--- src/rtl/fork_join_timer.sv ---
// Multi-channel delay dispatcher: launches up to NUM_CH delayed tasks and reports join-all/any/none completion.
// Latency: ch_done[i] pulses d[i]+1 cycles after the launch edge; join-none and empty launches signal done one cycle after launch.
// Backpressure: none; start is ignored while busy, and kill aborts everything in flight at the next edge.
//
// Ports:
//   clk, rst_n         clock, asynchronous active-low reset
//   start, kill        launch request (ignored while busy) / abort of all active channels
//   mode[1:0]          join semantics latched at launch: 00 all, 01 any, 10 none, 11 all
//   ch_en, delay_i     per-channel enable and DLY_W-bit delay, latched at launch
//   busy, done         channels outstanding / one-cycle join pulse
//   ch_done, ch_active per-channel completion pulse / channel counting
//   done_time[15:0]    only with FJT_TIMESTAMP_EN defined: cycles from launch to the last done
module fork_join_timer #(
  parameter int unsigned NUM_CH = 4,
  parameter int unsigned DLY_W  = 8
) (
  input  logic                      clk,
  input  logic                      rst_n,
  input  logic                      start,
  input  logic                      kill,
  input  logic [1:0]                mode,
  input  logic [NUM_CH-1:0]         ch_en,
  input  logic [NUM_CH*DLY_W-1:0]   delay_i,
  output logic                      busy,
  output logic                      done,
  output logic [NUM_CH-1:0]         ch_done,
  output logic [NUM_CH-1:0]         ch_active
`ifdef FJT_TIMESTAMP_EN
  ,
  output logic [15:0]               done_time
`endif
);

  localparam logic [1:0] MODE_ANY  = 2'b01;
  localparam logic [1:0] MODE_NONE = 2'b10;

  typedef enum logic {
    IDLE = 1'b0,
    RUN  = 1'b1
  } state_t;

  state_t state_q, state_d;

  logic [NUM_CH-1:0][DLY_W-1:0] cnt_q, cnt_d;
  logic [NUM_CH-1:0]            ch_active_q, ch_active_d;
  logic [NUM_CH-1:0]            ch_done_q, ch_done_d;
  logic                         done_q, done_d;
  logic                         busy_q, busy_d;
  logic [1:0]                   mode_q, mode_d;
  logic                         fired_q, fired_d;

  logic                         launch;
  logic [1:0]                   cur_mode;

`ifdef FJT_TIMESTAMP_EN
  logic [15:0] ts_q, ts_d;
  logic [15:0] done_time_q, done_time_d;
`endif

  // ---------------------------------------------------------------------
  // State register
  // ---------------------------------------------------------------------
  always_ff @(posedge clk or negedge rst_n) begin
    if (!rst_n) begin
      state_q <= IDLE;
    end else begin
      state_q <= state_d;
    end
  end

  // ---------------------------------------------------------------------
  // Datapath: counters, per-channel pulses and join evaluation.
  // ch_done is registered from the *next* counter value so the pulse is
  // visible in the same cycle the channel's counter reads zero.
  // ---------------------------------------------------------------------
  always_comb begin
    // busy_q can still be high in IDLE for the one cycle after a kill
    launch      = (state_q == IDLE) && start && !kill && !busy_q;
    cur_mode    = launch ? mode : mode_q;
    mode_d      = mode_q;
    fired_d     = fired_q;
    cnt_d       = cnt_q;
    ch_active_d = ch_active_q;
    ch_done_d   = '0;
    done_d      = 1'b0;
    busy_d      = 1'b0;

    if (launch) begin
      mode_d  = mode;
      fired_d = 1'b0;
      for (int i = 0; i < NUM_CH; i++) begin
        ch_active_d[i] = ch_en[i];
        cnt_d[i]       = ch_en[i] ? delay_i[i*DLY_W +: DLY_W] : '0;
        ch_done_d[i]   = ch_en[i] && (delay_i[i*DLY_W +: DLY_W] == '0);
      end
      // Empty launch joins immediately in every mode; join-none never waits
      if ((ch_en == '0) || (mode == MODE_NONE)) begin
        done_d = 1'b1;
      end
    end else if (state_q == RUN) begin
      if (kill) begin
        ch_active_d = '0;
        cnt_d       = '0;
      end else begin
        for (int i = 0; i < NUM_CH; i++) begin
          if (ch_active_q[i]) begin
            if (cnt_q[i] == '0) begin
              // pulse was shown this cycle; retire the channel
              ch_active_d[i] = 1'b0;
            end else begin
              cnt_d[i]     = cnt_q[i] - DLY_W'(1);
              ch_done_d[i] = (cnt_q[i] == DLY_W'(1));
            end
          end
        end
      end
    end

    // Join evaluation on the pulses about to be registered
    if (ch_done_d != '0) begin
      if (cur_mode == MODE_ANY) begin
        if (launch || !fired_q) begin
          done_d = 1'b1;
        end
        fired_d = 1'b1;
      end else if (cur_mode != MODE_NONE) begin
        // join-all: nothing left active except channels firing now
        if ((ch_active_d & ~ch_done_d) == '0) begin
          done_d = 1'b1;
        end
      end
    end

    // After kill, busy lingers one cycle so the abort is observable
    busy_d = ((state_q == RUN) && kill) ? 1'b1 : (|ch_active_d);
  end

`ifdef FJT_TIMESTAMP_EN
  // Free-running saturating cycle count restarted by each launch
  always_comb begin
    if (launch) begin
      ts_d = 16'd1;
    end else if (ts_q == 16'hFFFF) begin
      ts_d = ts_q;
    end else begin
      ts_d = ts_q + 16'd1;
    end
    done_time_d = done_d ? ts_d : done_time_q;
  end
`endif

  always_ff @(posedge clk or negedge rst_n) begin
    if (!rst_n) begin
      cnt_q       <= '0;
      ch_active_q <= '0;
      ch_done_q   <= '0;
      done_q      <= 1'b0;
      busy_q      <= 1'b0;
      mode_q      <= 2'b00;
      fired_q     <= 1'b0;
`ifdef FJT_TIMESTAMP_EN
      ts_q        <= 16'd0;
      done_time_q <= 16'd0;
`endif
    end else begin
      cnt_q       <= cnt_d;
      ch_active_q <= ch_active_d;
      ch_done_q   <= ch_done_d;
      done_q      <= done_d;
      busy_q      <= busy_d;
      mode_q      <= mode_d;
      fired_q     <= fired_d;
`ifdef FJT_TIMESTAMP_EN
      ts_q        <= ts_d;
      done_time_q <= done_time_d;
`endif
    end
  end

  // ---------------------------------------------------------------------
  // Next-state logic
  // ---------------------------------------------------------------------
  always_comb begin
    state_d = state_q;
    case (state_q)
      IDLE: begin
        if (launch && (ch_en != '0)) begin
          state_d = RUN;
        end
      end
      RUN: begin
        if (kill || (ch_active_d == '0)) begin
          state_d = IDLE;
        end
      end
      default: state_d = IDLE;
    endcase
  end

  // ---------------------------------------------------------------------
  // Outputs: all straight from flops
  // ---------------------------------------------------------------------
  always_comb begin
    busy      = busy_q;
    done      = done_q;
    ch_done   = ch_done_q;
    ch_active = ch_active_q;
`ifdef FJT_TIMESTAMP_EN
    done_time = done_time_q;
`endif
  end

endmodule

--- config.mk ---
export PLATFORM = sky130hd
export DESIGN_NAME = fork_join_timer
export DESIGN_NICKNAME = d
export VERILOG_FILES = /design/src/rtl/fork_join_timer.sv
export SDC_FILE = /design/constraint.sdc
export NUM_CORES = 1
export LEC_CHECK = 0
export ABC_AREA = 1
export CAP_MARGIN = 15
export CORE_UTILIZATION = 45
export DETAILED_ROUTE_END_ITERATION = 10
export GPL_ROUTABILITY_DRIVEN = 1
export GPL_TIMING_DRIVEN = 0
export PLACE_DENSITY = 0.73
export SLEW_MARGIN = 0
export SYNTH_ARGS = -nofsm -noshare
export SYNTH_HDL_FRONTEND = slang
export SYNTH_SLANG_ARGS = --single-unit
--- constraint.sdc ---
create_clock -name clk -period 1.67 [get_ports clk]
set_input_delay 0.167 -clock clk [delete_from_list [all_inputs] [get_ports clk]]
set_output_delay 0.167 -clock clk [all_outputs]
set_load 0.02 [all_outputs]
After elaboration in Yosys (flattened, before gate mapping)
Index checks and enable logic that the tools add are counted.
{"block": "classes", "n_bitwise": 3, "muxes": 52, "n_reduce_logical": 38, "n_eq_ne": 11, "add_sub_neg": 4}
{"cell": "$mux 32", "n": 3}
{"cell": "$mux 8", "n": 12}
{"cell": "$logic_not 8->1", "n": 8}
{"cell": "$eq 8x1->1 const B", "n": 4}
{"cell": "$sub 8x1->8 const B", "n": 4}
{"cell": "$mux 1", "n": 29}
{"cell": "$mux 4", "n": 6}
{"cell": "$logic_not 4->1", "n": 3}
{"cell": "$ne 3x3->1 const B", "n": 4}
{"cell": "$reduce_and 3->1", "n": 4}
{"cell": "$reduce_bool 3->1", "n": 4}
{"cell": "$logic_and 1x1->1", "n": 9}
{"cell": "$reduce_bool 4->1", "n": 2}
{"cell": "$and 4x4->4", "n": 1}
{"cell": "$not 4->4", "n": 1}
{"cell": "$reduce_or 4->1", "n": 1}
{"cell": "$logic_not 1->1", "n": 3}
{"cell": "$logic_or 1x1->1", "n": 3}
{"cell": "$eq 2x1->1 const B", "n": 1}
{"cell": "$eq 2x2->1 const B", "n": 1}
{"cell": "$mux 2", "n": 1}
{"cell": "$ne 2x2->1 const B", "n": 1}
{"cell": "$pmux 1 s2", "n": 1}
{"cell": "$reduce_bool 2->1", "n": 1}
{"cell": "$not 1->1", "n": 1}
{"block": "totals", "elab_cells": 119, "in_bits": 42, "ff_bits": 46}

Longest topological paths before layout
{"block": "logic_depth", "depth_word": 13, "ltp_mapped": 14}

Worst setup path before layout
OpenSTA, ideal clock, no wires.
{"block": "synth_timing", "path_kind": "reg2reg", "start": "reg busy_q, in the netlist busy", "end": "reg cnt_q[30] (netlist bit)", "arrival_time_ns": 1.511, "setup_slack_ns": 0.030, "period_less_slack_ns": 1.640, "stages_incl_launch_ff": 10, "setup_ns": 0.129, "path_cell_list": "dfrtp_1 > nor2_2 > nand2_4 > nand2_2 > inv_2 > buf_6 > a21oi_4 > inv_2 > a21oi_1 > a22oi_1"}
{"block": "synth_between", "elab_chain_len": 4, "word_cells_on_any_way": 7, "classes_between": "eq/ne (1); mux (1); reduce/logical (5)"}
{"item": "start, declared", "line": "48", "text": "logic busy_q, busy_d;"}
{"item": "start signal, assigned", "line": "170", "text": "busy_q <= busy_d;"}
{"item": "$logic_not 1->1 (*)", "line": "78", "text": "launch = (state_q == IDLE) && start && !kill && !busy_q;"}
{"item": "$logic_and 1x1->1 (*)", "line": "78"}
{"item": "$ne 3x3->1 (no line), or another cell as far along"}
{"item": "$reduce_and 3->1 (no line)"}
{"item": "end signal, assigned", "line": "166", "text": "cnt_q <= cnt_d;"}
{"item": "end, declared", "line": "44", "text": "logic [NUM_CH-1:0][DLY_W-1:0] cnt_q, cnt_d;"}
Mark *: on every way between the ends. The rest lies on a longest branch, timed or not.
A chain may end at the register's enable or synchronous reset.

Worst setup path after layout
{"block": "layout_timing", "start": "reg cnt_q[9] (netlist bit)", "end": "reg done_q, in the netlist done"}
{"block": "layout_between", "elab_chain_len": 13, "word_cells_on_any_way": 20, "classes_between": "eq/ne (1); mux (14); bitwise (2); reduce/logical (3)"}
{"item": "$eq 8x1->1 or $logic_not 8->1 (tied branches)", "line": "112, 107"}
{"item": "$mux 1", "line": "107", "text": "if (cnt_q[i] == '0) begin"}
{"item": "$mux 1", "line": "106", "text": "if (ch_active_q[i]) begin"}
{"item": "$mux 4", "line": "101", "text": "if (kill) begin"}
{"item": "$mux 4", "line": "100", "text": "end else if (state_q == RUN) begin"}
{"item": "$mux 4", "line": "88", "text": "if (launch) begin"}
{"item": "$not 4->4", "line": "128", "text": "if ((ch_active_d & ~ch_done_d) == '0) begin"}
{"item": "$and 4x4->4", "line": "128"}
{"item": "$logic_not 4->1", "line": "128"}
{"item": "$mux 1", "line": "128"}
{"item": "$mux 1", "line": "126", "text": "end else if (cur_mode != MODE_NONE) begin"}
{"item": "$mux 1", "line": "121", "text": "if (cur_mode == MODE_ANY) begin"}
{"item": "$mux 1 (*)", "line": "120", "text": "if (ch_done_d != '0) begin"}
{"item": "net done_d", "line": "47", "text": "logic done_q, done_d;"}
{"item": "end signal, assigned", "line": "169", "text": "done_q <= done_d;"}
{"item": "end, declared", "line": "47"}
Mark *: on every way through the listed nets, which the timed path passes. The rest lies on a longest branch.

==> metrics.md <==
| Metric | Value |
|---|---|
| DR iter-0 viols | 160 |
| Post-route DRC | 0 |
| Die ar. | 7390 um^2 |
| Commonest non-fill, non-tap cell in the layout | nand2_1 |
| Layout cells sized above 1 | 22.5% |
| Clock root buffer master | clkbuf_8 |
| Hold path depth | 2 |
| Crit-path max cell delay | 400 ps |
| Worst hold path class | in -> reg |
| Vias per cell | 5.39 |
| Min cycle time layout | 1690 ps |
| Vias in the first global route | 3,189 |
| Area growth syn-to-layout | 39.8% |
| Skew-Pair Late Insertion Delay | 300 ps |
| Post-Route WL | 9160 um |
| Top routing layer used | met4 |
| WP buf/inv | 2 |
| Hold Path Sink | busy |
| Initial core utilization | 46.7% |
| WP data required | 1870 ps |
| Final setup violation count | 2 |
| Die width | 86.0 um |
| RSZ-0062 raised after global routing | yes |
| IO buf count | 51 |
| Failing checks | setup timing |
| Worst flop-to-flop path endpoint | done |
| Initial antenna violation count | 0 |
| Setup TNS | -17.8 ps |
| Layout filler cell count | 567 |
| First-pass GRT wire length | 14,400 um |
| Sink Count | 46 |
| Final period util | 101% |
| Crit-path cells | inv_2, ha_1, nand2_1, o21ai_2, inv_1, a21oi_1, nand2_1, nor2_2, nor2_1, nand2_1, nand2_1 |
| Synth Net Count | 507 |
| Fin. max-slew vios | 0 |
| Fin Clk Skew | 9.80 ps |
| Top-Level Pins | 52 |
| Final HPWL DP | 6230 um |
| Syn Std Cell Area | 3170 um^2 |
| Total CTS buffers | 5 |
| FF-to-FF Start | cnt_q[9] |
| Finished Core Util | 65.3% |
| Slew HR | 65.5% |
| Fin. Hold Viols | 0 |
| Cells after synthesis | 453 |
| Worst Setup Path Type | reg -> reg |
| WP data arrival | 1880 ps |
| CP max FO | 6 |
| H-tree Lvls | 2 |
| Final WS setup | -17.2 ps |
| CP most frequent cell | nand2_1 |
| All-Layer GR Usage | 24.3% |
| Routed WL per cell | 14.3 um |
| Top Family by Delay on Critical Path | simple AND/OR/NAND/NOR gates |
| Clock Path Buffers | 2 |
| Highest achievable clock rate | 593 MHz |
| Avg Cell Area, Syn | 7.00 um^2 |
| Via count | 3,445 |
| Clock transition at path regs | 100 ps |
| Site Rows | 30 |
| Most frequent cells in the layout | nand2_1 (87), inv_1 (57), clkdlybuf4s50_1 (49), dfrtp_1 (46), nor2_1 (38) |
| P_leak | 2.04 nW |
| Core area | 6790 um^2 |
| CP max-delay cell | dfrtp_1 |
| Worst Tran Pin Value | 517 ps |
| DR pass1 iterations | 5 |
| Reg2reg setup slack | -20 ps |
| Antenna cells | 0 |
| Hold path startpoint | kill |
| Wl on met1 | 4070 um |
| Total congestion overflow | 0 |
| RD Place Congestion | 0.959 |
| Count of different cell masters after synthesis | 35 |
| Pwr Density | 1490 nW/um^2 |
| Crit path capture type | flop |
| Flops & latches, synth | 46 |
| Largest net degree at the start of global routing | 27 |
| Synth Warn # | 0 |
| IR drop worst, VDD | 0.982 mV |
| Reg2reg path depth | 11 |
| Metal2 WL | 4370 um |
| Routed Antenna Nets | 0 |
| Outcome | finished, violations left |
| Sequential area share after synthesis | 36.3% |
| CTS tree | yes |
| Die height | 86.0 um |
| Max-Cap Viols | 0 |
| Routed length on met3 | 574 um |
| Nets | 596 |
| Setup crit start kind | flop |
cell usage after synthesis:
cell	count	share of area (%)
a21oi_2	4	1.1
o21ai_1	5	0.79
clkbuf_1	2	0.24
ha_1	12	4.7
nor3_1	10	1.6
inv_1	71	8.4
a41oi_1	1	0.28
nand2_4	1	0.36
o21bai_1	1	0.24
o22ai_1	12	2.4
a22oi_1	6	1.4
nand4_1	12	2.4
xnor2_1	4	1.1
nand2_1	97	11
xor2_1	2	0.55
a21o_1	1	0.24
a32o_1	1	0.32
nand2_2	2	0.39
nor2_4	1	0.36
buf_2	3	0.47
buf_4	1	0.24
nor4_1	5	0.99
o21ai_0	46	7.3
buf_6	1	0.36
nor2_1	50	5.9
dfrtp_1	46	36
a21oi_4	2	1.0
inv_4	1	0.20
nor2_2	5	0.99
nand3_1	18	2.8
o31ai_1	3	0.71
a32oi_1	2	0.55
a21oi_1	20	3.2
inv_2	4	0.47
o21a_1	1	0.24
cell families (layout without fill, tap and decap cells):
logic type	count (synthesis)	count (layout)	synth area share, %
buf+inv	83	173	10.4
xor+xnor	6	6	1.66
simple gates	201	201	27.3
fa+ha+maj	12	12	4.73
flops	46	46	36.3
compound gates	105	105	19.7
power by group:
| group | leakage, nW | switching, mW | total, mW | internal [mW] |
|---|---|---|---|---|
| Clock | 0.0482 | 0.415 | 0.750 | 0.336 |
| Combinational | 1.40 | 2.26 | 3.87 | 1.61 |
| Sequential | 0.595 | 0.424 | 1.97 | 1.55 |
stage by stage:
| stage | power (mW) | cell area (um^2) | setup WS [ps] | hold WS, ps | instances |
|---|---|---|---|---|---|
| after global placement | 4.79 | 3800 | -928 | 460 | 600 |
| final | 6.59 | 4430 | -17.2 | 245 | 639 |
| after detailed placement | 4.87 | 3820 | -503 | 168 | 601 |
| after floorplan | 4.03 | 3170 | 30.3 | -129 | 453 |
| after global routing | 7.14 | 4430 | -113 | 266 | 639 |
| after CTS | 5.80 | 4040 | 2.20 | 369 | 618 |
what timing repair did:
action,CTS,global route
setup endpoints to repair,35,33
hold buffers,1,0
endpoints found under the hold margin,20,0
gates resized for setup,27,83
buffers inserted,8,21
cloned,0,1
pin swaps,7,20
routing by layer:
| metal | track usage (%) | vias up |
|---|---|---|
| met3 | 3.27 | 19 |
| met2 | 39.7 | 141 |
| li1 | - | 1680 |
| met4 | 8.18 | 0 |
| met5 | 0 | - |
| met1 | 33.3 | 1605 |
layout make-up:
| cell class | instances | area, um^2 | area share (%) |
|---|---|---|---|
| Buffer | 6 | 68.8 | 1.55 |
| Clock buffer | 7 | 86.3 | 1.95 |
| Clock inverter | 1 | 5.00 | 0.113 |
| Inverter | 76 | 308 | 6.94 |
| Multi-Input combinational cell | 324 | 1920 | 43.4 |
| Sequential cell | 46 | 1150 | 26.0 |
| Tap cell | 96 | 120 | 2.71 |
| Timing Repair Buffer | 83 | 771 | 17.4 |
sequential cells by signal, summed over array words and instances, names as in the netlist:
signal and count:
ch_active 4, cnt_q 32, busy 1, state_q 1
ch_done 4, mode_q 2, done 1, fired_q 1
how the worst max path moves through the flow:
stage | startpoint | to | depth (start not counted)
final | cnt_q[9] | done | 11
after global routing | state_q | done | 13
after CTS | kill | cnt_q[22] | 11
after detailed placement | kill | cnt_q[5] | 10
after global placement | rst_n | cnt_q[4] | 1
after floorplan | busy | cnt_q[30] | 9
No activity file was read; power rests on OpenSTA's default activity.
